`config.mk`:
```
export PLATFORM = sky130hd
export DESIGN_NAME = rd0_frame_fetch
export DESIGN_NICKNAME = d
export VERILOG_FILES = /design/src/rtl/rd_fetch_pkg.sv /design/src/rtl/burst_len_calc.sv /design/src/rtl/rd0_frame_fetch.sv
export SDC_FILE = /design/constraint.sdc
export NUM_CORES = 1
export LEC_CHECK = 0
export BUFFER_PORTS_ARGS = -buffer_cell sky130_fd_sc_hd__buf_2
export CAP_MARGIN = 40
export CORE_MARGIN = 2
export CORE_UTILIZATION = 50
export DETAILED_ROUTE_END_ITERATION = 12
export PLACE_DENSITY = 0.88
export SYNTH_ARGS = -nofsm -noshare
export SYNTH_HDL_FRONTEND = slang
export SYNTH_HIERARCHICAL = 1
export SYNTH_SLANG_ARGS = --single-unit
```
`constraint.sdc`:
```
create_clock -name clk -period 6.3 [get_ports clk]
set_input_delay 1.26 -clock clk [delete_from_list [all_inputs] [get_ports clk]]
set_output_delay 1.26 -clock clk [all_outputs]
set_load 0.03 [all_outputs]
```
`src/rtl/rd_fetch_pkg.sv`:
```
// Shared types and constants for the rd0 frame fetch block.
// Latency: n/a (types and constants only).
// Backpressure: n/a.
package rd_fetch_pkg;

  typedef enum logic [1:0] {
    ST_IDLE  = 2'd0,
    ST_CHECK = 2'd1,
    ST_ADDR  = 2'd2,
    ST_DATA  = 2'd3
  } fetch_state_e;

  localparam logic [1:0] AXI_BURST_INCR = 2'b01;
  localparam logic [1:0] AXI_RESP_OKAY  = 2'b00;

endpackage

```
`src/rtl/burst_len_calc.sv`:
```
// Burst sizing helper: len = min(remaining, BURST_LEN); byte_inc = beats * bytes-per-beat.
// Latency: combinational, zero cycles.
// Backpressure: none, pure function of its inputs.
// Ports: remaining (frame beats left), beats (beats to convert to bytes),
//        len (next burst length, 1..BURST_LEN when remaining != 0), byte_inc (address step).
module burst_len_calc #(
  parameter int ADDR_WIDTH  = 28,
  parameter int DATA_WIDTH  = 64,
  parameter int BURST_LEN   = 16,
  parameter int BEATS_WIDTH = 20
) (
  input  logic [BEATS_WIDTH-1:0] remaining,
  input  logic [8:0]             beats,
  output logic [8:0]             len,
  output logic [ADDR_WIDTH-1:0]  byte_inc
);

  localparam int BYTE_SHIFT = $clog2(DATA_WIDTH / 8);

  always_comb begin
    if (remaining >= BEATS_WIDTH'(BURST_LEN)) begin
      len = 9'(BURST_LEN);
    end else begin
      // remaining < BURST_LEN <= 256 here, so the narrowing is lossless
      len = 9'(remaining);
    end
  end

  assign byte_inc = ADDR_WIDTH'(beats) << BYTE_SHIFT;

endmodule

```
`src/rtl/rd0_frame_fetch.sv`:
```
// Fetches one frame from DDR via single-outstanding AXI4 INCR read bursts into the rd0 FIFO.
// Latency: start -> m_arvalid 2 cycles; rdata -> fifo_wr_en same cycle; last beat -> done 1 cycle.
// Backpressure: burst issue waits until the FIFO has room for the whole burst; rready is
//               held high in DATA since the room was reserved before the burst was issued.
// Ports: start/base_addr/frame_beats in, busy/done/err status out; FIFO write port
//        (fifo_wr_data/fifo_wr_en out, fifo_wr_level in); AXI AR and R channels (m_*).
module rd0_frame_fetch
  import rd_fetch_pkg::*;
#(
  parameter int ADDR_WIDTH   = 28,
  parameter int DATA_WIDTH   = 64,
  parameter int BURST_LEN    = 16,
  parameter int FIFO_DEPTH_W = 9,
  parameter int BEATS_WIDTH  = 20
) (
  input  logic                    clk,
  input  logic                    rst_n,
  input  logic                    start,
  input  logic [ADDR_WIDTH-1:0]   base_addr,
  input  logic [BEATS_WIDTH-1:0]  frame_beats,
  output logic                    busy,
  output logic                    done,
  output logic                    err,
  output logic [DATA_WIDTH-1:0]   fifo_wr_data,
  output logic                    fifo_wr_en,
  input  logic [FIFO_DEPTH_W:0]   fifo_wr_level,
  output logic [ADDR_WIDTH-1:0]   m_araddr,
  output logic [7:0]              m_arlen,
  output logic [2:0]              m_arsize,
  output logic [1:0]              m_arburst,
  output logic                    m_arvalid,
  input  logic                    m_arready,
  input  logic [DATA_WIDTH-1:0]   m_rdata,
  input  logic [1:0]              m_rresp,
  input  logic                    m_rlast,
  input  logic                    m_rvalid,
  output logic                    m_rready
);

  localparam int FIFO_WORDS = 1 << FIFO_DEPTH_W;

  fetch_state_e            state_q, state_d;
  logic [ADDR_WIDTH-1:0]   addr_q, addr_d;
  logic [BEATS_WIDTH-1:0]  remaining_q, remaining_d;
  logic [7:0]              arlen_q, arlen_d;
  logic [7:0]              beat_cnt_q, beat_cnt_d;
  logic                    done_q, done_d;
  logic                    err_q, err_d;

  logic [8:0]              burst_len;
  logic [ADDR_WIDTH-1:0]   byte_inc;
  logic [8:0]              beats_rcvd;
  logic [FIFO_DEPTH_W+1:0] room_sum;
  logic                    room_ok;
  logic                    beat_take;
  logic                    last_exp;
  logic                    burst_end;

  // Beats received in the current burst, counting the one being taken now; used for the
  // address step so an early rlast still leaves the address at the next unfetched beat.
  assign beats_rcvd = {1'b0, beat_cnt_q} + 9'd1;

  burst_len_calc #(
    .ADDR_WIDTH (ADDR_WIDTH),
    .DATA_WIDTH (DATA_WIDTH),
    .BURST_LEN  (BURST_LEN),
    .BEATS_WIDTH(BEATS_WIDTH)
  ) u_len (
    .remaining(remaining_q),
    .beats    (beats_rcvd),
    .len      (burst_len),
    .byte_inc (byte_inc)
  );

  assign room_sum  = (FIFO_DEPTH_W+2)'(fifo_wr_level) + (FIFO_DEPTH_W+2)'(burst_len);
  assign room_ok   = room_sum <= (FIFO_DEPTH_W+2)'(FIFO_WORDS);
  assign beat_take = (state_q == ST_DATA) && m_rvalid;
  assign last_exp  = (beat_cnt_q == arlen_q);
  // A burst ends on rlast or on the expected final beat, whichever comes first.
  assign burst_end = beat_take && (m_rlast || last_exp);

  always_ff @(posedge clk or negedge rst_n) begin
    if (!rst_n) begin
      state_q     <= ST_IDLE;
      addr_q      <= '0;
      remaining_q <= '0;
      arlen_q     <= '0;
      beat_cnt_q  <= '0;
      done_q      <= 1'b0;
      err_q       <= 1'b0;
    end else begin
      state_q     <= state_d;
      addr_q      <= addr_d;
      remaining_q <= remaining_d;
      arlen_q     <= arlen_d;
      beat_cnt_q  <= beat_cnt_d;
      done_q      <= done_d;
      err_q       <= err_d;
    end
  end

  always_comb begin
    state_d     = state_q;
    addr_d      = addr_q;
    remaining_d = remaining_q;
    arlen_d     = arlen_q;
    beat_cnt_d  = beat_cnt_q;
    done_d      = 1'b0;
    err_d       = err_q;
    unique case (state_q)
      ST_IDLE: begin
        if (start) begin
          addr_d      = base_addr;
          remaining_d = frame_beats;
          err_d       = 1'b0;
          if (frame_beats == '0) begin
            done_d = 1'b1;
          end else begin
            state_d = ST_CHECK;
          end
        end
      end
      ST_CHECK: begin
        // Only place the level is looked at: with one burst outstanding, reserving the
        // full burst here is enough to keep the FIFO from overflowing.
        if (room_ok) begin
          arlen_d    = 8'(burst_len - 9'd1);
          beat_cnt_d = '0;
          state_d    = ST_ADDR;
        end
      end
      ST_ADDR: begin
        if (m_arready) begin
          state_d = ST_DATA;
        end
      end
      ST_DATA: begin
        if (beat_take) begin
          remaining_d = remaining_q - BEATS_WIDTH'(1);
          beat_cnt_d  = beat_cnt_q + 8'd1;
          if ((m_rresp != AXI_RESP_OKAY) || (m_rlast != last_exp)) begin
            err_d = 1'b1;
          end
          if (burst_end) begin
            addr_d = addr_q + byte_inc;
            if (remaining_q == BEATS_WIDTH'(1)) begin
              state_d = ST_IDLE;
              done_d  = 1'b1;
            end else begin
              state_d = ST_CHECK;
            end
          end
        end
      end
      default: state_d = ST_IDLE;
    endcase
  end

  always_comb begin
    busy         = (state_q != ST_IDLE);
    m_arvalid    = (state_q == ST_ADDR);
    m_rready     = (state_q == ST_DATA);
    fifo_wr_en   = beat_take;
    fifo_wr_data = '0;
    if (beat_take) begin
      fifo_wr_data = m_rdata;
    end
  end

  assign done      = done_q;
  assign err       = err_q;
  assign m_araddr  = addr_q;
  assign m_arlen   = arlen_q;
  assign m_arsize  = 3'($clog2(DATA_WIDTH / 8));
  assign m_arburst = AXI_BURST_INCR;

endmodule

```
After elaboration in Yosys (flattened, before gate mapping). Cells that the tools add are included.

Output and inout bits: 111. Input port bits: 130. Word-level logic and storage cells: 74. Flip-flop bits (word level): 68.

Add/sub/neg operators: 6. Equality and inequality tests: 13. Mux-type cells: 30. Magnitude comparators: 2. Reductions and logical operators: 16.

Operators with widths (number): $mux 28 (3); $mux 64 (1); $pmux 28 s2 (1); $mux 20 (2); $pmux 20 s2 (1); $add 28x12->28 (1); $eq 20x1->1 const B (1); $ge 20x5->1 const B (1); $logic_not 20->1 (1); $sub 20x1->20 const B (1); $mux 8 (2); $pmux 8 s2 (1); $mux 2 (6); $add 10x9->11 (1); $le 11x10->1 const B (1); $add 8x1->9 const B (1); $mux 1 (9); $mux 9 (1); $add 8x1->8 const B (1); $eq 8x8->1 (1); $ne 2x1->1 const B (4); $pmux 2 s4 (1); $reduce_and 4->1 (2); $reduce_bool 2->1 (4); 12 further kinds (19).

Longest topological paths before layout.
Word-level depth: 6. Mapped depth: 16. Gate-level depth less buffers: 14.

By module. Netlist, hierarchy kept.

Modules (own cells, without submodules): rd0_frame_fetch (instances 1, area each 6172.2 µm², sequential area each 1701.6 µm², cells an instance 801); burst_len_calc (instances 1, area each 306.5 µm², sequential area each 0.0 µm², cells an instance 43).

Worst setup path after synthesis. Ideal clock, no wire load.

Kind: input port to flip-flop. Start point: in fifo_wr_level[0]. End point: reg state_q[1]. Buffers on the path: 1. Cell stages on the path: 12. Library setup time: 0.125 ns. Arrival time: 3.747 ns. Required time: 6.175 ns. Path slack: 2.429 ns. Cells stage by stage: ha_1 -> fa_1 -> a211oi_1 -> o211ai_1 -> a31oi_1 -> o21ai_0 -> xnor2_1 -> a22oi_1 -> nor2b_1 -> clkbuf_1 -> nor2_1 -> mux2_2.

Cells in the longest elaborated chain, start to end: 4.

RTL lines: start, declared (line rd0_frame_fetch.sv:26) `input logic [FIFO_DEPTH_W:0] fifo_wr_level,`; $add 10x9->11 (line rd0_frame_fetch.sv:75) `assign room_sum = (FIFO_DEPTH_W+2)'(fifo_wr_level) + (FIFO_DEPTH_W+2)'(burst_len);`; $le 11x10->1 (line rd0_frame_fetch.sv:76) `assign room_ok = room_sum <= (FIFO_DEPTH_W+2)'(FIFO_WORDS);`; $ne 2x2->1 (no line); $reduce_and 6->1 (no line); end signal, assigned (line rd0_frame_fetch.sv:92) `state_q <= state_d;`; end, declared (line rd0_frame_fetch.sv:42) `fetch_state_e state_q, state_d;`.

Every way passes these cells. A chain may end at the register's enable or synchronous reset.

Worst setup path after layout.
Start point: reg remaining_q[14]. End point: reg beat_cnt_q[2].

Cells in the longest elaborated chain, start to end: 6.

RTL lines: start, declared (line rd0_frame_fetch.sv:44) `logic [BEATS_WIDTH-1:0] remaining_q, remaining_d;`; start signal, assigned (line rd0_frame_fetch.sv:94) `remaining_q <= remaining_d;`; $ge 20x5->1 (line burst_len_calc.sv:21) `if (remaining >= BEATS_WIDTH'(BURST_LEN)) begin`; $mux 9 (line burst_len_calc.sv:21); net burst_len[0] (line rd0_frame_fetch.sv:50) `logic [8:0] burst_len;`; $add 10x9->11 (line rd0_frame_fetch.sv:75); $le 11x10->1 (line rd0_frame_fetch.sv:76); $ne 2x2->1 (no line); $reduce_and 3->1 (no line); end signal, assigned (line rd0_frame_fetch.sv:96) `beat_cnt_q <= beat_cnt_d;`; end, declared (line rd0_frame_fetch.sv:46) `logic [7:0] beat_cnt_q, beat_cnt_d;`.

The timed path passes the listed nets, and every way through them passes these cells.

==> flow_metrics.tcl <==
set metrics [dict create \
    synth_common_cells "86 x nand2_1, 84 x a21oi_1, 76 x and3_1" \
    htreeDepth 3 \
    synth-seq-cells 68 \
    status "complete, no violations" \
    finalWeightedCongestion 0.9353 \
    report.final.slew_viol_count 0 \
    period_minus_slack_ns 4.193 \
    hold_violations 0 \
    fin_setup_tns_ns 0 \
    detail-route-antenna-nets 0 \
    synth-xor-area-share_pct 5.948 \
    area_delta_synth_final_pct 21.94 \
    clk_latency_ns 0.35 \
    tightest_slew_ns 0.8646 \
    cp_slowest_cell "nor2b_1" \
    groute.usage.overall_pct 26.74 \
    synth-main-ff-cell "dfrtp_1" \
    top_usage_layer "met2" \
    crit_chain "nor4_1 > and4_1 > and2_1 > ha_1 > fa_1 > a211oi_1 > o211ai_1 > a31oi_1 > o21ai_0 > xnor2_1 > a22oi_1 > nor2b_1 > o21bai_1 > a22o_1" \
    p_comb_share_pct 63.2 \
    synth_top_area_share_pct 26.26 \
    max_freq_mhz 238.5 \
    p_clk_share_pct 13.9 \
    yosysMostFrequentCell "nand2_1" \
    clkSinkCount 68 \
    routed_wl_um 18860 \
    maxCapViolations 0 \
    p_seq_share_pct 22.9 \
    async_flop_share_pct 100.0 \
    p_int_w 0.001797 \
    grt_max_degree 97 \
    ios 241 \
    p_total_w 0.003758 \
    netlist-cell-type-count 61 \
    synth_compound_area_share_pct 21.46 \
    diodes 0 \
    synthSimpleGateAreaFrac_pct 24.76 \
    cts-root-buf "clkbuf_16" \
    first_global_vias 6363 \
    fin_worst_skew_ns 0.007737 \
    grt_first_pass_wirelength_um 30640 \
    clkTransAtPathRegs_ns 0.06 \
    dp_hpwl_um 14090 \
    hold_class "flip-flop to flip-flop" \
    gr-total-overflow 0 \
    row_count 41 \
    dr.first_iter.drc_count 561 \
    yosys_warnings 6 \
    synth_seq_area_share_pct 26.26 \
    global_route.usage.met1_pct 34.65 \
    timing.final.ws_setup_ns 2.107 \
    vias_per_cell 5.617 \
    dieArea_sq_um 13880 \
    start_kind "flip-flop" \
    port_buffers 235 \
    powerDensity_nw_per_um2 475.7 \
    cp_data_arrival_time_ns 4.47 \
    max_stage_delay_ns 0.58 \
    cp.required_ns 6.58 \
    peakVddDrop_mv 0.3092 \
    synth_fa_ha_area_share_pct 9.502 \
    swShare_pct 52.19 \
    ctsResizeCount 0 \
    layout-drive-gt1-share_pct 26.08 \
    die_h_um 117.8 \
    numCtsBuffers 9 \
    p_leak_nw 4.137 \
    synthesis.area_sq_um 6479 \
    p_switching_w 0.001962 \
    worstSetupEndpointType "flip-flop" \
    use_met3_pct 5.523 \
    netlist_instances 844 \
    post-route-period-util_pct 66.56 \
    critical_path_class "flip-flop to flip-flop" \
    rsz0062_at_grt "no" \
    cts_tree "done" \
    grt_antenna_before_repair 0 \
    initial_core_util_pct 51.34 \
    cp_max_fo 11 \
    synth-edff-count 0 \
    slew_headroom_pct 40.87 \
    die_w_um 117.8 \
    yosysTopAreaCell "dfrtp_1" \
    post_cts.repair.setup_buffers 0 \
    nets 1216 \
    drc 0 \
    wire_per_inst_um 15.53 \
    dp.cells 1199 \
    dr.pass1.iters 6 \
    vias 6825 \
    hold_buffers 0 \
    stdcell_count 1215 \
    synth.area.top_cells "dfrtp_1 26%, ha_1 8.9%, and3_1 7.3%" \
    cts_buffer_depth 2 \
    core_area_sq_um 12620 \
    preCtsSetupSlack_ns 1.853 \
    synth_top_family_by_area "simple AND/OR/NAND/NOR gates" \
    postSynthAreaPerCell_sq_um 7.676 \
    synthMuxAreaShare_pct 3.129 \
    finalSetupViolCount 0 \
    met2_usage_pct 44.22 \
]
## power groups by stage
| stage | logic [W] | registers [W] | clock network (W) |
|---|---|---|---|
| after floorplan | 0.00161 | 0.00100 | 0 |
| after global placement | 0.00226 | 0.000853 | 0 |
| after detailed placement | 0.00232 | 0.000860 | 0 |
| after CTS | 0.00233 | 0.000856 | 0.000529 |
| after global routing | 0.00260 | 0.000886 | 0.000549 |
| final | 0.00238 | 0.000861 | 0.000522 |
## metal layers
metal / up-vias / routed length, um
met5: - / 0
met1: 3138 / 7970
met4: 0 / 394
li1: 3358 / -
met3: 34 / 1480
met2: 295 / 9018
## through the flow
step | hold WS, ns | util [%] | instance area (sq um)
2_1_floorplan | 0.4950 | - | 6573
3_3_place_gp | 0.4827 | 59.87 | 7555
3_5_place_dp | 0.4923 | 60.21 | 7599
4_1_cts | 0.5076 | 62.60 | 7900
5_1_grt | 0.5464 | 62.60 | 7900
6_report | 0.5030 | 62.60 | 7900
## worst max-delay path, delay by kind of cell, from the launching register on
| family | cells | cell delay [ns] |
|---|---|---|
| AOI/OAI and AO/OA | 7 | 1.68 |
| xor gates and xnor gates | 1 | 0.15 |
| adders and majority gates | 2 | 0.66 |
| DFF | 1 | 0.49 |
| and+or+nand+nor | 4 | 1.15 |
## cells in the final DEF (no fill, tap or decap), types with 5 or more instances in the layout
cell / n
a211oi_1: 7
a21o_1: 13
a21oi_1: 84
a31oi_1: 8
and2_1: 6
and3_1: 76
buf_2: 235
buf_4: 5
clkbuf_16: 9
conb_1: 28
dfrtp_1: 68
ha_1: 45
inv_1: 29
mux2i_1: 18
nand2_1: 86
nand2b_1: 8
nand3_1: 10
nor2_1: 63
nor2b_1: 5
nor3_1: 16
nor4_1: 15
o21a_1: 6
o21ai_0: 56
o21bai_1: 5
o22ai_1: 17
or2_2: 5
or3_1: 9
xnor2_1: 24
xor2_1: 20
## flip-flops by register name, indices dropped and copies added, names as in the netlist
name	count
done	1
m_arlen	8
remaining_q	20
m_araddr	28
beat_cnt_q	8
err	1
state_q	2
## cell type report
class	count	area (sq um)
flip-flops and latches	68	1702
fillers	1126	4720
well taps	172	215.2
clock inverters	7	76.32
clock buffers	9	225.2
inverters	29	108.9
repair buffers	243	1257
multi-input cells	687	4315
## worst paths after layout
path,startpoint,slack (ns),cells after the start,end
max in group asynchronous,rst_n,4.79,3,beat_cnt_q[6]
min in group asynchronous,rst_n,0.94,2,m_araddr[18]
worst max-delay path,remaining_q[14],2.11,14,beat_cnt_q[2]
worst min register to register,err,0.50,2,err
worst min-delay path,err,0.50,2,err
worst max register to register,remaining_q[14],2.11,14,beat_cnt_q[2]
## kinds of logic after synthesis
group | after synthesis
AND/OR/NAND/NOR | 316
flip-flops | 68
buffers and inverters | 114
other | 3
AO/OA/AOI/OAI | 231
XOR/XNOR | 44
multiplexers | 20
adder cells (fa/ha/maj) | 48
(Power assumes the default switching activity.)
